**src/rtl/reg_dump_unit.sv**
```systemverilog
// reg_dump_unit: walks register indices FIRST_REG..LAST_REG, reading each
// value from a combinational register file port and streaming it out over a
// valid/ready interface, one word every two cycles when not backpressured.
module reg_dump_unit #(
    parameter int FIRST_REG = 0,
    parameter int LAST_REG  = 31
) (
    input  logic        clk,
    input  logic        rst,
    input  logic        start,
    input  logic        abort,
    output logic [4:0]  rf_addr,
    input  logic [31:0] rf_rdata,
    output logic        out_valid,
    input  logic        out_ready,
    output logic [31:0] out_data,
    output logic [4:0]  out_index,
    output logic        out_last,
    output logic        busy,
    output logic        done
);

    localparam logic [4:0] FIRST_IDX = 5'(FIRST_REG);
    localparam logic [4:0] LAST_IDX  = 5'(LAST_REG);

    typedef enum logic [1:0] {
        IDLE  = 2'd0,
        FETCH = 2'd1,
        SEND  = 2'd2
    } state_t;

    state_t     state;
    state_t     state_next;
    logic [4:0] idx;
    logic       accept;
    logic       at_last;
    logic       launch;

    assign accept  = out_valid && out_ready;
    assign at_last = (idx == LAST_IDX);
    assign launch  = start && !abort;

    // State register; reset forces IDLE regardless of any handshake in flight.
    always_ff @(posedge clk) begin
        if (!rst) begin
            state <= IDLE;
        end else begin
            state <= state_next;
        end
    end

    // Next-state decode; abort wins over start and over a final handshake.
    always_comb begin
        state_next = state;
        case (state)
            IDLE: begin
                if (launch) begin
                    state_next = FETCH;
                end
            end
            FETCH: begin
                if (abort) begin
                    state_next = IDLE;
                end else begin
                    state_next = SEND;
                end
            end
            SEND: begin
                if (abort) begin
                    state_next = IDLE;
                end else if (accept) begin
                    state_next = at_last ? IDLE : FETCH;
                end
            end
            default: state_next = IDLE;
        endcase
    end

    // Index counter, captured output word and the one-cycle done pulse.
    always_ff @(posedge clk) begin
        if (!rst) begin
            idx       <= 5'd0;
            out_valid <= 1'b0;
            out_data  <= 32'd0;
            out_index <= 5'd0;
            out_last  <= 1'b0;
            done      <= 1'b0;
        end else begin
            done <= 1'b0;
            case (state)
                IDLE: begin
                    if (launch) begin
                        idx <= FIRST_IDX;
                    end
                end
                FETCH: begin
                    if (abort) begin
                        out_valid <= 1'b0;
                    end else begin
                        // Snapshot the register now so later writes cannot alter this word.
                        out_data  <= rf_rdata;
                        out_index <= idx;
                        out_last  <= at_last;
                        out_valid <= 1'b1;
                    end
                end
                SEND: begin
                    if (abort) begin
                        out_valid <= 1'b0;
                    end else if (accept) begin
                        out_valid <= 1'b0;
                        if (at_last) begin
                            done <= 1'b1;
                        end else begin
                            idx <= idx + 5'd1;
                        end
                    end
                end
                default: begin
                    out_valid <= 1'b0;
                end
            endcase
        end
    end

    // Status and register file address; the address parks at 0 while idle.
    always_comb begin
        busy    = (state != IDLE);
        rf_addr = (state == IDLE) ? 5'd0 : idx;
    end

endmodule

```
**config.mk**
```make
export PLATFORM = sky130hd
export DESIGN_NAME = reg_dump_unit
export DESIGN_NICKNAME = d
export VERILOG_FILES = /design/src/rtl/reg_dump_unit.sv
export SDC_FILE = /design/constraint.sdc
export NUM_CORES = 1
export LEC_CHECK = 0
export CAP_MARGIN = 10
export CORE_MARGIN = 3
export CORE_UTILIZATION = 50
export DETAILED_ROUTE_END_ITERATION = 16
export DONT_BUFFER_PORTS = 1
export PLACE_DENSITY = 0.7
export SETUP_SLACK_MARGIN = 0.2
export SLEW_MARGIN = 0
export SYNTH_ARGS = -nofsm -noshare
export SYNTH_HDL_FRONTEND = slang
export SYNTH_SLANG_ARGS = --single-unit
```
**constraint.sdc**
```tcl
create_clock -name clk -period 5.65 [get_ports clk]
set_clock_uncertainty 0.2 [all_clocks]
set_input_delay 0.8475 -clock clk [delete_from_list [all_inputs] [get_ports clk]]
set_output_delay 0.8475 -clock clk [all_outputs]
set_load 0.02 [all_outputs]
```
==> flow_summary.yaml, run 1 <==
outcome:
  status: "completed"
setup_path:
  path_max_fanout: 8
  r2r-end: "idx[1]"
  arrival_ps: 1400
  path_cells: "nor2_1 > nor2b_1"
  critical_path.startpoint_type: "register"
  slowest_stage: "dfxtp_1"
  r2r-start: "idx[0]"
  critPathCaptureType: "primary output"
  reg2reg_depth: 7
  critPathKind: "register to primary output"
  reg2reg_slack_ps: 3590
  cp_data_required_time_ps: 4600
  worst_path_largest_cell_delay_ps: 490
synthesis:
  synthCells: 229
  yosysTopAreaCell: "dfxtp_1"
  synth_nets: 268
  ys_ff_latch: 47
  synth.cell_area_sq_mm: 0.00181
  syn_area_per_cell_sq_um: 7.91
  yosysWarnings: 0
  synthDistinctLibCells: 23
  ys_seq_area_share_pct: 51.9
  synth_area_leaders: "dfxtp_1, nand2_1, a21oi_1"
  synth_top_area_share_pct: 51.9
timing:
  worst_pin_slew_ps: 662
  final_hold_viol_count: 0
  fin_tns_setup_ps: 0
  setup_viol: 0
  period_share_pct: 43.3
  slew_headroom_pct: 55.8
  slew_viol_final: 0
  fmax_mhz: 409
  period_needed_ps: 2450
  rsz0062_at_grt: "no"
layout:
  fin_nets: 264
  final_layout_size_suffix_gt1_share_pct: 5.33
  area_delta_synth_final_pct: 2.56
  antennaDiodeCount: 0
  postLayoutCellArea_sq_mm: 0.00186
clock_network:
  clock_sinks: 47
  cts_buffers: 5
  postCtsSetupRepairBufs: 0
  path_clk_slew_ps: 130
  cts_tree: "yes"
  clockBufferDepth: 2
  htreeDepth: 2
  cts_resized: 0
  holdBufCountCts: 0
  worstSkewPairLatency_ps: 360
  cts-root-buf: "clkbuf_4"
placed_design:
  port_buffers: 0
  hpwlAfterDp_mm: 2.62
  dpl-instance-area_sq_mm: 0.00181
  gp_congestion: 0.744
run:
  maxCapViolations: 0
worst_hold_path:
  hold_depth: 2
  hold_class: "register to register"
  hold_end: "out_index[1]"
  min_from: "idx[1]"
route:
  drt-vias-per-instance: 5.27
  dr.pass1.iters: 4
  vias: 1428
  routed_wl_mm: 3.74
  antenna_left: 0
  route.detailed.drc: 0
  wl_per_cell_microns: 13.8
  drt_iter0_drc: 73
die:
  start_util_pct: 53.0
  io_pins: 83
  die_area_sq_mm: 0.00438
  core_area_sq_mm: 0.00342
  dieWidth_microns: 66.2
  rows: 21
  fp.dieH_microns: 66.2
global_route:
  antenna_found_initial: 0
  grt_max_degree: 28
  grt.overflow.total: 0
  grt_usage_pct: 16.8
  grt_pass1_vias: 1237
  grt_pass1_wl_mm: 5.66
power:
  p_leak_nw: 0.624
  ir_worst_vdd_mv: 0.184
  p_per_area_mw_per_mm2: 282
stage by stage:
| stage | total power [mW] | std cells | worst slack (ps) | util [%] | hold slack [ps] |
|---|---|---|---|---|---|
| after floorplan | 0.379 | 229 | 3710 | - | 258 |
| after global placement | 0.382 | 264 | 3270 | 52.9 | 289 |
| after detailed placement | 0.383 | 264 | 3200 | 52.9 | 298 |
| after CTS | 0.530 | 271 | 3180 | 54.4 | 304 |
| after global routing | 0.549 | 271 | 3100 | 54.4 | 329 |
| final | 0.524 | 271 | 3200 | 54.4 | 302 |
where the power goes:
part	total, mW	internal, mW	switching (mW)
Combinational	0.0254	0.00791	0.0175
Clock	0.149	0.0464	0.103
Sequential	0.349	0.338	0.0118
cell usage in the layout, fill, tap and decap left out, drive strengths merged:
cell and n:
nand3 3, mux2i 1, o22ai 3, and4bb 1, dfxtp 47, ha 2, clkinv 3, a21oi 44
or2 1, clkbuf 5, nand2 81, nor2 8, o21bai 1, buf 3, o31a 1, and3 2
inv 1, nor2b 6, nand2b 6, nor3 4, o21ai 2
layout make-up:
class | count | area, sq um
Tap cell | 46 | 57.6
Inverter | 2 | 7.51
Timing Repair Buffer | 3 | 22.5
Multi-Input combinational cell | 166 | 778
Fill cell | 351 | 1560
Clock inverter | 2 | 13.8
Sequential cell | 47 | 941
Clock buffer | 5 | 37.5
kinds of logic (layout without fill, tap and decap cells):
logic type | count (synthesis) | after routing | synth area share [%]
simple gates | 112 | 112 | 26.2
buf+inv | 16 | 12 | 5.25
mux | 1 | 1 | 0.553
fa+ha+maj | 2 | 2 | 1.38
flops | 47 | 47 | 51.9
compound gates | 51 | 51 | 14.6
metal layers:
metal / track usage [%] / vias up / part of all wire, %
li1: - / 741 / -
met4: 8.38 / 0 / 1.9
met1: 20.7 / 624 / 41
met3: 6.97 / 7 / 10
met2: 25.2 / 56 / 46
met5: 0 / - / 0
critical path: cells and delay by family (launching register included):
kind	cells	cell delay (ps)
and+or+nand+nor	2	550
DFF	1	490
how the worst max path moves through the flow:
stage	from	endpoint	slack [ps]
final	state[1]	rf_addr[3]	3200
after CTS	state[1]	rf_addr[3]	3180
after global routing	state[1]	rf_addr[2]	3100
after global placement	abort	out_data[13]	3270
after detailed placement	abort	out_data[6]	3200
after floorplan	abort	out_data[10]	3710
sequential cells by signal, summed over array words and instances, names as in the netlist:
| signal | cells |
|---|---|
| out_index | 5 |
| out_valid | 1 |
| idx | 5 |
| done | 1 |
| state | 2 |
| out_last | 1 |
| out_data | 32 |
Yosys cell counts:
cell and number:
nand2_1 81, dfxtp_1 47, a21oi_1 44, nor2_1 8
nand2b_1 6, nor2b_1 6, buf_2 4, buf_4 4
clkbuf_1 4, nor3_1 4, nand3_1 3, o22ai_1 3
and3_1 2, buf_6 2, ha_1 2, o21ai_1 2
and4bb_2 1, clkinv_1 1, inv_1 1, mux2i_1 1
o21bai_1 1, o31a_1 1, or2_1 1
Note: power is estimated with default switching activity, not from simulation.
==> inputs of run 2 (changes only) <==
==> constraint.sdc (replaced) <==
create_clock -name clk -period 2.3 [get_ports clk]
set_clock_uncertainty 0.2 [all_clocks]
set_input_delay 0.345 -clock clk [delete_from_list [all_inputs] [get_ports clk]]
set_output_delay 0.345 -clock clk [all_outputs]
set_load 0.02 [all_outputs]
==> flow_summary.yaml, run 2 (same netlist as run 1, synthesis figures left out) <==
outcome:
  status: "completed"
clock_network:
  cts_buffers: 5
  clockBufferDepth: 2
  clock_sinks: 47
  htreeDepth: 2
  worstSkewPairLatency_ps: 360
  postCtsSetupRepairBufs: 0
  cts_tree: "yes"
  cts-root-buf: "clkbuf_4"
  path_clk_slew_ps: 120
die:
  core_area_sq_mm: 0.00342
  start_util_pct: 53.0
  fp.dieH_microns: 66.2
  dieWidth_microns: 66.2
  rows: 21
  die_area_sq_mm: 0.00438
  io_pins: 83
setup_path:
  crit_top_cell: "ha_1"
  worst_path_largest_cell_delay_ps: 570
  path_max_fanout: 6
  arrival_ps: 2080
  cp_data_required_time_ps: 2370
  critical_path.startpoint_type: "register"
  path_cells: "ha_1 > and3_1 > ha_1 > nand3_1 > dlygate4sd3_1 > nor3_1"
  critPathCaptureType: "register"
  slowest_stage: "dlygate4sd3_1"
  critPathKind: "register to register"
placed_design:
  place_inst: 267
  port_buffers: 0
  hpwlAfterDp_mm: 2.72
  dpl-instance-area_sq_mm: 0.00183
  gp_congestion: 0.838
layout:
  fin_nets: 303
  fill_cells: 324
  final_common_cell: "nand2_1"
  layout_common_cells: "nand2_1, dfxtp_1, a21oi_1"
  multi_input_area_sq_um: 781
  final_layout_size_suffix_gt1_share_pct: 7.17
  postLayoutCellArea_sq_mm: 0.00228
  seqCellArea_sq_um: 943
  top_regs: "out_data x32, idx x5, out_index x5"
  area_delta_synth_final_pct: 25.6
  largest_reg_flops: 32
  layoutNonFillerInstCount: 311
  regMostFlops: "out_data"
  antennaDiodeCount: 0
timing:
  slew_headroom_pct: 71.5
  slew_viol_final: 0
  period_share_pct: 87.2
  hold-worst-slack_ps: 83.7
  final_hold_viol_count: 0
  setup_viol: 0
  period_needed_ps: 2010
  fmax_mhz: 499
  fin_tns_setup_ps: 0
  rsz0062_at_grt: "yes"
  worst_pin_slew_ps: 426
power:
  power_mw: 1.46
  ir_worst_vdd_mv: 0.426
  p_per_area_mw_per_mm2: 640
  p_leak_nw: 0.801
global_route:
  grt_pass1_vias: 1481
  grt_usage_pct: 19.7
  grt_pass1_wl_mm: 6.59
  grt_max_degree: 25
  antenna_found_initial: 0
  grt.overflow.total: 0
worst_hold_path:
  hold_class: "input pin to register"
route:
  dr.pass1.iters: 4
  wl_per_cell_microns: 13.8
  routed_wl_mm: 4.31
  route.detailed.drc: 0
  antenna_left: 0
  drt-vias-per-instance: 5.15
  vias: 1602
  drt_iter0_drc: 87
run:
  maxCapViolations: 0
run 2: changes by cell type in the layout (fill, tap and decap cells not counted), sizes merged:
cell,before,now
buf,3,6
bufinv,0,1
dlygate4sd3,0,36
run 2: final cells by class:
| cell class | count | share of cell area [%] |
|---|---|---|
| Clock buffer | 5 | 1.65 |
| Clock inverter | 3 | 1.92 |
| Inverter | 2 | 0.330 |
| Multi-Input combinational cell | 166 | 34.3 |
| Sequential cell | 47 | 41.5 |
| Tap cell | 46 | 2.53 |
| Timing Repair Buffer | 42 | 17.8 |
run 2: worst paths after layout:
kind                   from           end  slack (ps)  depth (start not counted)
hold reg to reg      idx[1]  out_index[1]         290                          2
hold / removal    out_ready      state[1]          80                          3
setup / recovery     idx[0]          done         290                          6
setup reg to reg     idx[0]          done         290                          6
run 2: layer usage:
metal,global-route usage [%],vias to the layer above,wire length [microns]
met3,8.50,5,409
met4,6.09,0,48
met1,21.3,716,1670
li1,-,818,-
met5,0,-,0
met2,34.4,63,2180
run 2: worst max-delay path, delay by kind of cell, from the launching register on:
kind	cells	cell delay, ps
and+or+nand+nor	3	390
adders and majority gates	2	380
DFF	1	390
buffers and inverters	1	570
run 2: metrics by stage:
step | utilization (%) | worst slack (ps)
CTS | 66.5 | 261
global route | 66.6 | 162
finish | 66.6 | 295
detailed placement | 53.6 | 298
global placement | 53.6 | 349
floorplan | - | 460
run 2: report_power, final:
| group | switching, mW | leakage [nW] | internal [mW] |
|---|---|---|---|
| combinational | 0.0557 | 0.375 | 0.0618 |
| clock | 0.251 | 0.0452 | 0.229 |
| sequential | 0.0295 | 0.381 | 0.829 |
| total | 0.336 | 0.801 | 1.12 |
run 2: repair_timing:
action | 4_1_cts | 5_1_grt
endpoints found under the setup margin | 0 | 4
resized for setup | 0 | 3
hold endpoints to repair | 39 | 0
hold buffers | 36 | 0
==> inputs of run 3 (changes only) <==
--- a/config.mk
+++ b/config.mk
@@ -6,6 +6,7 @@
 export NUM_CORES = 1
 export LEC_CHECK = 0
 export CAP_MARGIN = 10
+export CORE_ASPECT_RATIO = 1.5
 export CORE_MARGIN = 3
 export CORE_UTILIZATION = 50
 export DETAILED_ROUTE_END_ITERATION = 16
==> flow_summary.yaml, run 3 (same netlist as run 1, synthesis figures left out) <==
layout:
  antennaDiodeCount: 0
  final_util_pct: 65.4
  layoutNonFillerInstCount: 304
  final_common_cell: "nand2_1"
  top_regs: "out_data x32, idx x5, out_index x5"
  largest_reg_flops: 32
  final_layout_size_suffix_gt1_share_pct: 4.96
  area_delta_synth_final_pct: 24.5
  multi_input_area_sq_um: 781
  seqCellArea_sq_um: 941
  fin_nets: 300
  fill_cells: 292
  regMostFlops: "out_data"
  layout_common_cells: "nand2_1, dfxtp_1, a21oi_1"
  postLayoutCellArea_sq_mm: 0.00226
clock_network:
  worstSkewPairLatency_ps: 290
  clock_sinks: 47
  cts-root-buf: "clkbuf_8"
  path_clk_slew_ps: 80
  clockBufferDepth: 2
  postCtsSetupRepairBufs: 0
  cts_tree: "yes"
  htreeDepth: 2
  cts_buffers: 5
setup_path:
  critPathKind: "register to register"
  worst_path_largest_cell_delay_ps: 370
  cp_num_buf_inv: 0
  cp_data_required_time_ps: 2270
  crit_family: "simple AND/OR/NAND/NOR gates"
  arrival_ps: 1920
  path_max_fanout: 6
  slowest_stage: "and4bb_2"
  critical_path.startpoint_type: "register"
  critPathCaptureType: "register"
  path_cells: "ha_1 > and3_1 > ha_1 > and4bb_2 > a21oi_1 > o21ai_1 > a21oi_1"
global_route:
  grt_util_met1_pct: 20.3
  use_met2_pct: 35.8
  grt_pass1_wl_mm: 6.44
  antenna_found_initial: 0
  grt_util_met3_pct: 5.79
  grt_max_degree: 34
  grt_pass1_vias: 1530
  busiest_layer: "met2"
  grt_usage_pct: 19.8
  grt.overflow.total: 0
power:
  p_per_area_mw_per_mm2: 636
  ir_worst_vdd_mv: 0.429
  power_mw: 1.43
  p_leak_nw: 0.793
route:
  antenna_left: 0
  wl_per_cell_microns: 13.9
  drt-vias-per-instance: 5.17
  vias: 1571
  drt_iter0_drc: 42
  dr.pass1.iters: 4
  route.detailed.drc: 0
  routed_wl_mm: 4.21
timing:
  final_hold_viol_count: 0
  hold-worst-slack_ps: 12.7
  fin_tns_setup_ps: 0
  fmax_mhz: 512
  period_share_pct: 84.9
  slew_viol_final: 0
  worst_pin_slew_ps: 602
  fin_ws_ps: 347
  rsz0062_at_grt: "no"
  period_needed_ps: 1950
  setup_viol: 0
  slew_headroom_pct: 59.9
placed_design:
  hpwlAfterDp_mm: 2.67
  port_buffers: 0
  dpl-instance-area_sq_mm: 0.00182
  pre_cts_ws_ps: 316
  gp_congestion: 0.772
  place_inst: 261
die:
  die_area_sq_mm: 0.00440
  dieWidth_microns: 55.2
  fp.dieH_microns: 79.7
  core_area_sq_mm: 0.00345
  rows: 26
  start_util_pct: 52.5
  io_pins: 83
worst_hold_path:
  hold_class: "input pin to register"
run:
  maxCapViolations: 0
outcome:
  status: "completed"
run 3: repair_timing:
| action | CTS | global route |
|---|---|---|
| endpoints found under the hold margin | 37 | 0 |
| hold buffers | 35 | 0 |
| gates resized for setup | 0 | 1 |
| setup endpoints to repair | 0 | 3 |
run 3: worst paths after layout:
| kind | cells past startpoint | startpoint | end | slack [ps] |
|---|---|---|---|---|
| hold / removal | 2 | rst | idx[0] | 10 |
| setup / recovery | 7 | idx[0] | idx[2] | 350 |
| setup reg to reg | 7 | idx[0] | idx[2] | 350 |
| hold reg to reg | 2 | idx[3] | out_index[3] | 310 |
run 3: cell type report:
| type | count | share of cell area, % |
|---|---|---|
| clock buffers | 7 | 3.38 |
| repair buffers | 39 | 17.4 |
| clock inverters | 1 | 0.222 |
| well taps | 42 | 2.33 |
| flip-flops and latches | 47 | 41.7 |
| multi-input cells | 166 | 34.6 |
| inverters | 2 | 0.333 |
run 3: layer usage:
layer / vias up / wire (microns) / part of all wire [%]
met2: 54 / 2240 / 53
met4: 0 / 51 / 1.2
met1: 700 / 1600 / 38
li1: 811 / - / -
met3: 6 / 324 / 7.7
met5: - / 0 / 0
run 3: report_power, final:
group          total [mW]  switching, mW  internal, mW
clock network       0.462          0.248         0.213
registers           0.858         0.0294         0.828
logic               0.115         0.0540        0.0613
total                1.43          0.332          1.10
run 3: worst register-to-register path, stage by stage, from the launching register on:
cell and delay, ps:
dfxtp_1 360, ha_1 230, and3_1 190, ha_1 210, and4bb_2 370, a21oi_1 80, o21ai_1 120, a21oi_1 70
